**src/rtl/eq_pkg.sv**
```systemverilog
// Shared types and constants for the slide-pot scheduler.
package eq_pkg;

  localparam int unsigned NUM_POTS = 6;
  localparam int unsigned POT_W    = 12;
  localparam int unsigned CHNL_W   = 3;
  localparam int unsigned IDX_W    = 3;

  typedef enum logic [2:0] {
    IDLE,
    START,
    WAIT,
    STORE,
    ADV,
    GAP
  } pot_state_t;

  typedef logic [IDX_W-1:0] pot_idx_t;

  // A2D channel wired to each slot: LP, B1, B2, B3, HP, volume
  localparam logic [CHNL_W-1:0] POT_CHNL [NUM_POTS] = '{3'd1, 3'd0, 3'd4, 3'd2, 3'd3, 3'd7};

  // Slot index to A2D channel; out-of-range indices fall back to slot 0
  function automatic logic [CHNL_W-1:0] chnl_of(input pot_idx_t idx);
    logic [CHNL_W-1:0] c;
    c = POT_CHNL[0];
    for (int unsigned i = 0; i < NUM_POTS; i++) begin
      if (idx == pot_idx_t'(i)) c = POT_CHNL[i];
    end
    return c;
  endfunction

endpackage

```
**src/rtl/slide_pot_sched_pot_iir.sv**
```systemverilog
// Two-tap averaging stage for pot samples: (prev + sample + 1) >> 1.
// Present only when POT_FILT_EN is defined.
`ifdef POT_FILT_EN
module pot_iir
  import eq_pkg::*;
(
  input  logic [POT_W-1:0] prev,
  input  logic [POT_W-1:0] sample,
  input  logic             bypass,
  output logic [POT_W-1:0] avg_c
);

  logic [POT_W:0] sum;

  // Round-half-up average in a 13-bit intermediate; bypass loads the raw sample
  always_comb begin
    sum   = (POT_W+1)'(prev) + (POT_W+1)'(sample) + (POT_W+1)'(1);
    avg_c = bypass ? sample : sum[POT_W:1];
  end

endmodule
`endif

```
**src/rtl/slide_pot_sched.sv**
```systemverilog
// Round-robin scheduler that samples the six equalizer slide-pots through
// the A2D SPI master and holds the latest result of each in a register.
// Optional feature macro: POT_FILT_EN (averaging filter on each store).
module slide_pot_sched
  import eq_pkg::*;
#(
  parameter int unsigned GAP_CYC = 1024,
  parameter int unsigned TMO_CYC = 4096
) (
  input  logic              clk,
  input  logic              rst,
  input  logic              en,
  output logic              strt_cnv,
  output logic [CHNL_W-1:0] chnnl,
  input  logic              cnv_cmplt,
  input  logic [POT_W-1:0]  res,
  output logic [POT_W-1:0]  LP_pot,
  output logic [POT_W-1:0]  B1_pot,
  output logic [POT_W-1:0]  B2_pot,
  output logic [POT_W-1:0]  B3_pot,
  output logic [POT_W-1:0]  HP_pot,
  output logic [POT_W-1:0]  volume,
  output logic              pots_vld,
  output logic              sweep_done,
  output logic              a2d_err
);

  localparam int unsigned CNT_MAX_CYC = (GAP_CYC > TMO_CYC) ? GAP_CYC : TMO_CYC;
  localparam int unsigned CNT_W       = $clog2(CNT_MAX_CYC) + 1;
  localparam logic [CNT_W-1:0] GAP_LAST  = CNT_W'(GAP_CYC - 1);
  localparam logic [CNT_W-1:0] TMO_LAST  = CNT_W'(TMO_CYC - 1);
  localparam logic [CNT_W-1:0] CNT_SAT   = '1;
  localparam pot_idx_t         LAST_SLOT = pot_idx_t'(NUM_POTS - 1);

  pot_state_t        state_q, state_d;
  pot_idx_t          idx_q, idx_d;
  logic [CNT_W-1:0]  cnt_q, cnt_d;
  logic [CNT_W-1:0]  cnt_inc;
  logic [POT_W-1:0]  res_q, res_d;
  logic [POT_W-1:0]  pot_q [NUM_POTS];
  logic [POT_W-1:0]  pot_d [NUM_POTS];
  logic              strt_cnv_q, strt_cnv_d;
  logic [CHNL_W-1:0] chnnl_q, chnnl_d;
  logic              sweep_done_q, sweep_done_d;
  logic              pots_vld_q, pots_vld_d;
  logic              a2d_err_q, a2d_err_d;
  logic              sweep_err_q, sweep_err_d;
  logic [POT_W-1:0]  store_val;

`ifdef POT_FILT_EN
  logic              first_sweep_q, first_sweep_d;
  logic [POT_W-1:0]  cur_pot;

  // Current slot's held value feeds the averaging stage
  always_comb begin
    cur_pot = pot_q[0];
    for (int unsigned i = 0; i < NUM_POTS; i++) begin
      if (idx_q == pot_idx_t'(i)) cur_pot = pot_q[i];
    end
  end

  pot_iir u_pot_iir (
    .prev   (cur_pot),
    .sample (res_q),
    .bypass (first_sweep_q),
    .avg_c  (store_val)
  );
`else
  assign store_val = res_q;
`endif

  // Saturating increment shared by the gap and timeout counts
  assign cnt_inc = (cnt_q == CNT_SAT) ? cnt_q : cnt_q + CNT_W'(1);

  // Next-state and registered-output logic
  always_comb begin
    state_d      = state_q;
    idx_d        = idx_q;
    cnt_d        = cnt_q;
    res_d        = res_q;
    pot_d        = pot_q;
    strt_cnv_d   = 1'b0;
    sweep_done_d = 1'b0;
    pots_vld_d   = pots_vld_q;
    a2d_err_d    = a2d_err_q;
    sweep_err_d  = sweep_err_q;
`ifdef POT_FILT_EN
    first_sweep_d = first_sweep_q;
`endif

    case (state_q)
      IDLE: begin
        if (en) state_d = START;
      end

      START: begin
        cnt_d   = '0;
        state_d = WAIT;
        if (idx_q == '0) sweep_err_d = 1'b0;
      end

      // A completion on the final timeout cycle still counts as a result
      WAIT: begin
        if (cnv_cmplt) begin
          res_d   = res;
          state_d = STORE;
        end else if (cnt_q >= TMO_LAST) begin
          a2d_err_d   = 1'b1;
          sweep_err_d = 1'b1;
          state_d     = ADV;
        end else begin
          cnt_d = cnt_inc;
        end
      end

      STORE: begin
        for (int unsigned i = 0; i < NUM_POTS; i++) begin
          if (idx_q == pot_idx_t'(i)) pot_d[i] = store_val;
        end
        state_d = ADV;
      end

      ADV: begin
        if (idx_q == LAST_SLOT) begin
          idx_d        = '0;
          cnt_d        = '0;
          sweep_done_d = 1'b1;
          if (!sweep_err_q) pots_vld_d = 1'b1;
`ifdef POT_FILT_EN
          first_sweep_d = 1'b0;
`endif
          state_d = GAP;
        end else begin
          idx_d   = idx_q + pot_idx_t'(1);
          state_d = en ? START : IDLE;
        end
      end

      GAP: begin
        if (!en) begin
          state_d = IDLE;
        end else if (cnt_q >= GAP_LAST) begin
          state_d = START;
        end else begin
          cnt_d = cnt_inc;
        end
      end

      default: state_d = IDLE;
    endcase

    strt_cnv_d = (state_d == START);
    chnnl_d    = chnl_of(idx_d);
  end

  // State and output registers with synchronous reset
  always_ff @(posedge clk) begin
    if (rst) begin
      state_q      <= IDLE;
      idx_q        <= '0;
      cnt_q        <= '0;
      res_q        <= '0;
      for (int unsigned i = 0; i < NUM_POTS; i++) pot_q[i] <= '0;
      strt_cnv_q   <= 1'b0;
      chnnl_q      <= POT_CHNL[0];
      sweep_done_q <= 1'b0;
      pots_vld_q   <= 1'b0;
      a2d_err_q    <= 1'b0;
      sweep_err_q  <= 1'b0;
`ifdef POT_FILT_EN
      first_sweep_q <= 1'b1;
`endif
    end else begin
      state_q      <= state_d;
      idx_q        <= idx_d;
      cnt_q        <= cnt_d;
      res_q        <= res_d;
      pot_q        <= pot_d;
      strt_cnv_q   <= strt_cnv_d;
      chnnl_q      <= chnnl_d;
      sweep_done_q <= sweep_done_d;
      pots_vld_q   <= pots_vld_d;
      a2d_err_q    <= a2d_err_d;
      sweep_err_q  <= sweep_err_d;
`ifdef POT_FILT_EN
      first_sweep_q <= first_sweep_d;
`endif
    end
  end

  assign strt_cnv   = strt_cnv_q;
  assign chnnl      = chnnl_q;
  assign sweep_done = sweep_done_q;
  assign pots_vld   = pots_vld_q;
  assign a2d_err    = a2d_err_q;
  assign LP_pot     = pot_q[0];
  assign B1_pot     = pot_q[1];
  assign B2_pot     = pot_q[2];
  assign B3_pot     = pot_q[3];
  assign HP_pot     = pot_q[4];
  assign volume     = pot_q[5];

endmodule

```
**config.mk**
```make
export PLATFORM = sky130hd
export DESIGN_NAME = slide_pot_sched
export DESIGN_NICKNAME = d
export VERILOG_FILES = /design/src/rtl/eq_pkg.sv /design/src/rtl/slide_pot_sched_pot_iir.sv /design/src/rtl/slide_pot_sched.sv
export SDC_FILE = /design/constraint.sdc
export NUM_CORES = 1
export LEC_CHECK = 0
export BUFFER_PORTS_ARGS = -buffer_cell sky130_fd_sc_hd__buf_4
export CAP_MARGIN = 20
export CORE_MARGIN = 2
export CORE_UTILIZATION = 55
export DETAILED_ROUTE_END_ITERATION = 8
export HOLD_SLACK_MARGIN = 0.12
export PLACE_DENSITY = 0.92
export SLEW_MARGIN = 20
export SYNTH_ARGS = -nofsm -noshare
export SYNTH_HDL_FRONTEND = slang
export SYNTH_SLANG_ARGS = --single-unit
export TNS_END_PERCENT = 50
```
**constraint.sdc**
```tcl
create_clock -name clk -period 3.4 [get_ports clk]
set_input_delay 0.68 -clock clk [delete_from_list [all_inputs] [get_ports clk]]
set_output_delay 0.68 -clock clk [all_outputs]
set_load 0.01 [all_outputs]
```
Yosys cells after proc, flatten, opt, wreduce, memory -nomap -nowiden:

Index checks and enable logic that the tools add are counted.

* $add $sub $neg: 2
* bitwise operators: 3
* shift operators: 0
* multiply operators: 0
* order comparisons: 2
* multiplexer cells: 27
* div/mod/pow operators: 0
* reductions and logical operators: 17
* eq/ne operators: 24

Operators by type and width (number)
* 13-bit 2-to-1 mux: 6
* 13-bit case mux with 4 select lines: 1
* 3-bit 2-to-1 mux: 12
* 3-bit by 2-bit == test with 1-bit output (second input constant): 6
* 3-bit == test (second input constant): 6
* 3-bit case mux with 6 select lines: 1
* 2-bit inequality test (second input constant): 7
* 2-bit AND reduction: 7
* 13-bit by 1-bit adder with 13-bit output (second input constant): 1
* 13-bit == test (second input constant): 1
* 13-bit by 10-bit >= comparator with 1-bit output (second input constant): 1
* 13-bit by 12-bit >= comparator with 1-bit output (second input constant): 1
* 3-bit by 1-bit == test with 1-bit output (second input constant): 4
* 3-bit logical NOT: 2
* 1-bit 2-to-1 mux: 6
* 3-bit AND reduction: 2
* 6-bit AND reduction: 1
* 4-bit AND reduction: 1
* 4-bit nonzero test: 1
* 3-bit by 1-bit adder with 3-bit output (second input constant): 1
* 1-bit inverter: 3
* 3-bit OR reduction: 1
* 1-bit case mux with 2 select lines: 1
* 2-bit nonzero test: 1
* 2-bit OR reduction: 1

* RAM bits: 0
* latch bits: 0
* input bits: 16
* register bits after elaboration: 111
* memories kept: 0
* logic and storage cells: 92
* output and inout bits: 79
* memory bits (read-only): 0

Longest topological paths before layout:

* depth after elaboration: 9
* depth in mapped cells: 8
* gate-level depth less buffers: 7

Worst setup path after synthesis:

No wires, ideal clock.

* path type: input to register
* start: input en
* end: register cnt_q[3]
* setup time: 0.070 ns
* arrival time: 2.222 ns
* stages: 7
* buffers on the path: 1
* setup slack: 1.108 ns
* data required time: 3.330 ns
* path through: inv_1 or4_1 o211ai_1 nand3_2 buf_6 or4_1 a21oi_1

* word-level cells in the longest chain between the ends: 2

RTL lines
* start: declaration: RTL line slide_pot_sched.sv:12 `input logic en,`
* 2-bit inequality test (no line)
* 6-bit AND reduction (no line)
* end signal: assignment: RTL line slide_pot_sched.sv:176 `cnt_q <= cnt_d;`
* end: declaration: RTL line slide_pot_sched.sv:37 `logic [CNT_W-1:0] cnt_q, cnt_d;`

Every way passes these cells.
A chain may end at the register's enable or synchronous reset.

Worst setup path in the final report:

* start: register cnt_q[0]
* end: register cnt_q[7]

* word-level cells in the longest chain between the ends: 5

RTL lines
* 13-bit by 1-bit adder with 13-bit output or 13-bit == test (tied branches): RTL line slide_pot_sched.sv:73 `assign cnt_inc = (cnt_q == CNT_SAT) ? cnt_q : cnt_q + CNT_W'(1);`
* 13-bit 2-to-1 mux: RTL line slide_pot_sched.sv:73
* 13-bit 2-to-1 mux, on equally long branches: RTL line slide_pot_sched.sv:142, slide_pot_sched.sv:107
* 13-bit 2-to-1 mux, on equally long branches: RTL line slide_pot_sched.sv:140, slide_pot_sched.sv:104
* 13-bit case mux with 4 select lines: RTL line slide_pot_sched.sv:91 `case (state_q)`

Several ways; a longest one is shown, not always the timed one. The select of a mux whose other input is x is not followed.

==> impl_summary.txt <==
----------------------------------------------------
[CTS]
  Clock latency on the worst-skew pair ... 390 ps
  Number of sinks driven by the clock tree ... 111
  Number of buffers inserted for hold repair after clock tree synthesis ... 0
  Maximum count of clock buffers along a single path ... 2
  Num CTS Buffers ... 9
  TritonCTS clock tree ... yes
  Post_cts resized ... 0
  Post-CTS Repair Setup Buffers ... 0
  H-tree levels ... 3
  Clock input transition at the sequential cells of the worst setup and hold paths ... 110 ps
  Library cell used as clock root buffer ... sky130_fd_sc_hd__clkbuf_8

[Final layout]
  Number of standard cells in the final layout excluding fillers ... 701
  Layout cells sized above 1 ... 0.202
  Most common cell after layout, fill and taps aside ... sky130_fd_sc_hd__dfxtp_1
  Nets ... 612
  Antenna diode instance count ... 0
  Area added between synthesis and finish ... 20.8%
  Leading cell types in the layout, fill and taps excluded ... 111 x sky130_fd_sc_hd__dfxtp_1, 100 x sky130_fd_sc_hd__nand2_1, 98 x sky130_fd_sc_hd__buf_4, 79 x sky130_fd_sc_hd__a21oi_1, 47 x sky130_fd_sc_hd__nor2_1
  Post-route standard cell area excluding fillers ... 5250 µm²

[Hold path]
  Worst min-delay path class ... reg2reg
  Worst hold path stage count ... 2

[Pwr]
  Combinational share of power ... 0.053
  Internal power ... 1650 µW
  Fraction of power spent switching nets ... 0.266
  Net switching power of the design ... 597 µW
  Worst supply voltage drop on vdd ... 0.284 mV
  Power density normalized to cell area ... 427 nW/µm²
  Clk pwr share ... 0.349
  Leakage Power ... 0.00214 µW
  Register share of total power ... 0.598

[Worst setup path]
  Critical path arrival ... 2970 ps
  Critical Path Sink ... cnt_q[7]
  Nature of the critical path endpoint ... flop
  Length in cells of the worst reg-to-reg path ... 7
  Largest fanout of any net on the critical path ... 20
  Slack of the worst reg-to-reg path ... 740 ps
  Critical Setup Path Class ... reg2reg
  Worst flop-to-flop path startpoint ... cnt_q[0]
  Startpoint of the most critical setup path ... cnt_q[0]
  Startpoint Class ... flop
  Critical Path RT ... 3700 ps
  Reg-to-Reg End ... cnt_q[7]

[Logic synthesis]
  Synthesized netlist net count ... 538
  Gate count after technology mapping ... 520
  Count of synthesis-stage warnings from yosys ... 0
  Adder-Cell Fraction of Synth Area ... 0.00576
  Post-synthesis average cell area ... 8.35 µm²
  Sequential fraction of the synthesis area ... 0.512
  Fraction of synthesized cell area taken by the top area cell type ... 0.512
  Multiplexer area fraction after synthesis ... 0.0553
  Area contributors post-synth ... sky130_fd_sc_hd__dfxtp_1 51%, sky130_fd_sc_hd__a21oi_1 9.1%, sky130_fd_sc_hd__nand2_1 8.6%
  Synth Flop Type ... sky130_fd_sc_hd__dfxtp_1
  Synth Register Bits ... 111
  Basic-gate share of the synthesized area counting and, or, nand and nor cells ... 0.235
  Synthesized cell area ... 4340 µm²
  Async S/R FF share, synth ... 0
  XOR/XNOR share of the synthesized area ... 0.00806
  Area fraction in compound gates after synthesis ... 0.145
  Post-synthesis cell type with the largest combined area ... sky130_fd_sc_hd__dfxtp_1
  Count of flip-flops with a built-in enable after synthesis ... 0
  Library cells used by synthesis ... 47
  Combinational family with the most area after synthesis ... simple AND/OR/NAND/NOR gates

[Placed design]
  Instance area after placement ... 5050 µm²
  RePlAce Congestion ... 0.927
  Quantity of I/O buffers inserted on ports ... 94
  Dpl cells ... 685
  Half-perimeter wire length of the detailed placement result ... 7.86 mm

[Floorplan]
  I/O Pins ... 95
  Total number of placement rows ... 32
  Effective utilization at floorplan ... 0.565
  Die area ... 8630 µm²
  Die W ... 92.9 µm
  Y dimension of the die ... 92.9 µm
  Standard cell core area ... 7690 µm²

[Global routing]
  First-pass GRT wire length ... 18.3 mm
  Global-route total usage across every layer ... 0.267
  Vias in the first global route ... 3,749
  Sum of overflow across all layers after global routing ... 0
  Antenna violations before repair ... 0
  Pin count of the biggest net entering global routing ... 81

[Job]
  Maximum Capacitance Violations ... 0

[Detailed routing]
  Vias after detailed routing ... 4,049
  Number of iterations in the first detailed-routing pass ... 5
  Per-cell routed wire length ... 16.4 µm
  Initial DRC count ... 296
  Number of nets with antenna violations after routing ... 0
  Drt via density ... 5.78
  DRC viols ... 0
  Detailed-route wire length ... 11.5 mm

[STA]
  Headroom to the max-slew limit ... 0.445
  Ratio of final minimum period to clock period ... 0.784
  Final Hold Viols ... 0
  Slew of the pin with the lowest slew margin ... 830 ps
  Worst clock skew ... 19.9 ps
  Min cycle time layout ... 2660 ps
  Pins Over Slew Limit ... 0
  RSZ-0062 raised after global routing ... false
  Setup violations, final ... 0
  Maximum operating frequency ... 0.375 GHz
  Total Negative Setup Slacks ... 0 ps

[Status]
  Status ... complete, no violations

----------------------------------------------------
## how the worst min path moves through the flow
stage	endpoint	startpoint	slack, ps
floorplan	cnt_q[11]	cnt_q[11]	430
finish	B1_pot[9]	B1_pot[9]	460
CTS	B1_pot[9]	B1_pot[9]	460
global route	B1_pot[9]	B1_pot[9]	480
global placement	B3_pot[3]	B3_pot[3]	450
detailed placement	B1_pot[9]	B1_pot[9]	450
## power by group through the flow
stage	logic [µW]	registers (µW)	clock network [µW]
2_1_floorplan	97.1	1350	0
3_3_place_gp	113	1370	0
3_5_place_dp	117	1370	0
6_report	120	1340	782
5_1_grt	132	1340	840
4_1_cts	118	1340	780
## critical path, stage by stage (launching register included)
cell	delay, ps
sky130_fd_sc_hd__dfxtp_1	370
sky130_fd_sc_hd__ha_1	300
sky130_fd_sc_hd__a21oi_1	200
sky130_fd_sc_hd__nor4_1	100
sky130_fd_sc_hd__o21ai_0	530
sky130_fd_sc_hd__nand3_2	370
sky130_fd_sc_hd__or4b_1	560
sky130_fd_sc_hd__a21oi_1	160
## synthesized netlist by cell type, types with 3 or more instances
cell type,number
sky130_fd_sc_hd__o21ai_0,21
sky130_fd_sc_hd__a211oi_1,3
sky130_fd_sc_hd__and2_1,3
sky130_fd_sc_hd__nor2b_1,3
sky130_fd_sc_hd__or3_1,8
sky130_fd_sc_hd__nor4_1,3
sky130_fd_sc_hd__inv_1,5
sky130_fd_sc_hd__nand4_1,5
sky130_fd_sc_hd__nand2_1,100
sky130_fd_sc_hd__and3_1,3
sky130_fd_sc_hd__nand3_1,34
sky130_fd_sc_hd__dfxtp_1,111
sky130_fd_sc_hd__clkbuf_1,29
sky130_fd_sc_hd__a21oi_1,79
sky130_fd_sc_hd__or4_1,3
sky130_fd_sc_hd__nor2_1,47
sky130_fd_sc_hd__mux2i_1,24
## sequential cells by signal (all words and copies together) (netlist names)
name / flops
res_q: 12
B2_pot: 12
pots_vld: 1
cnt_q: 13
LP_pot: 12
state_q: 3
sweep_err_q: 1
strt_cnv: 1
HP_pot: 12
B1_pot: 12
volume: 12
B3_pot: 12
idx_q: 3
sweep_done: 1
a2d_err: 1
chnnl: 3
## cell type report
type | instances | area (µm²)
clock buffer | 9 | 124
timing repair buffer | 98 | 736
tap | 102 | 128
inverter | 5 | 18.8
multi-input combinational | 369 | 1950
fill | 602 | 2440
sequential | 111 | 2220
clock inverter | 7 | 70.1
## per-layer routing
metal	vias to the layer above	wire [µm]	GRT usage
li1	1930	-	-
met1	1896	4630	0.339
met2	187	5620	0.444
met3	36	917	0.0504
met4	0	356	0.118
met5	-	0	0
## cell families (layout without fill, tap and decap cells)
logic type,after synthesis,in the layout
compound gates,115,115
flops,111,111
buf+inv,40,119
xor+xnor,4,4
mux,24,24
simple gates,224,224
fa+ha+maj,2,2
## per-stage QoR
stage / hold slack [ps] / setup WS (ps) / power (µW) / util
after floorplan: 434 / 1110 / 1450 / -
after global placement: 447 / 854 / 1480 / 0.658
after detailed placement: 447 / 737 / 1490 / 0.658
after CTS: 463 / 796 / 2240 / 0.683
after global routing: 483 / 474 / 2310 / 0.683
final: 463 / 735 / 2240 / 0.683
No activity file was read; power rests on OpenSTA's default activity.
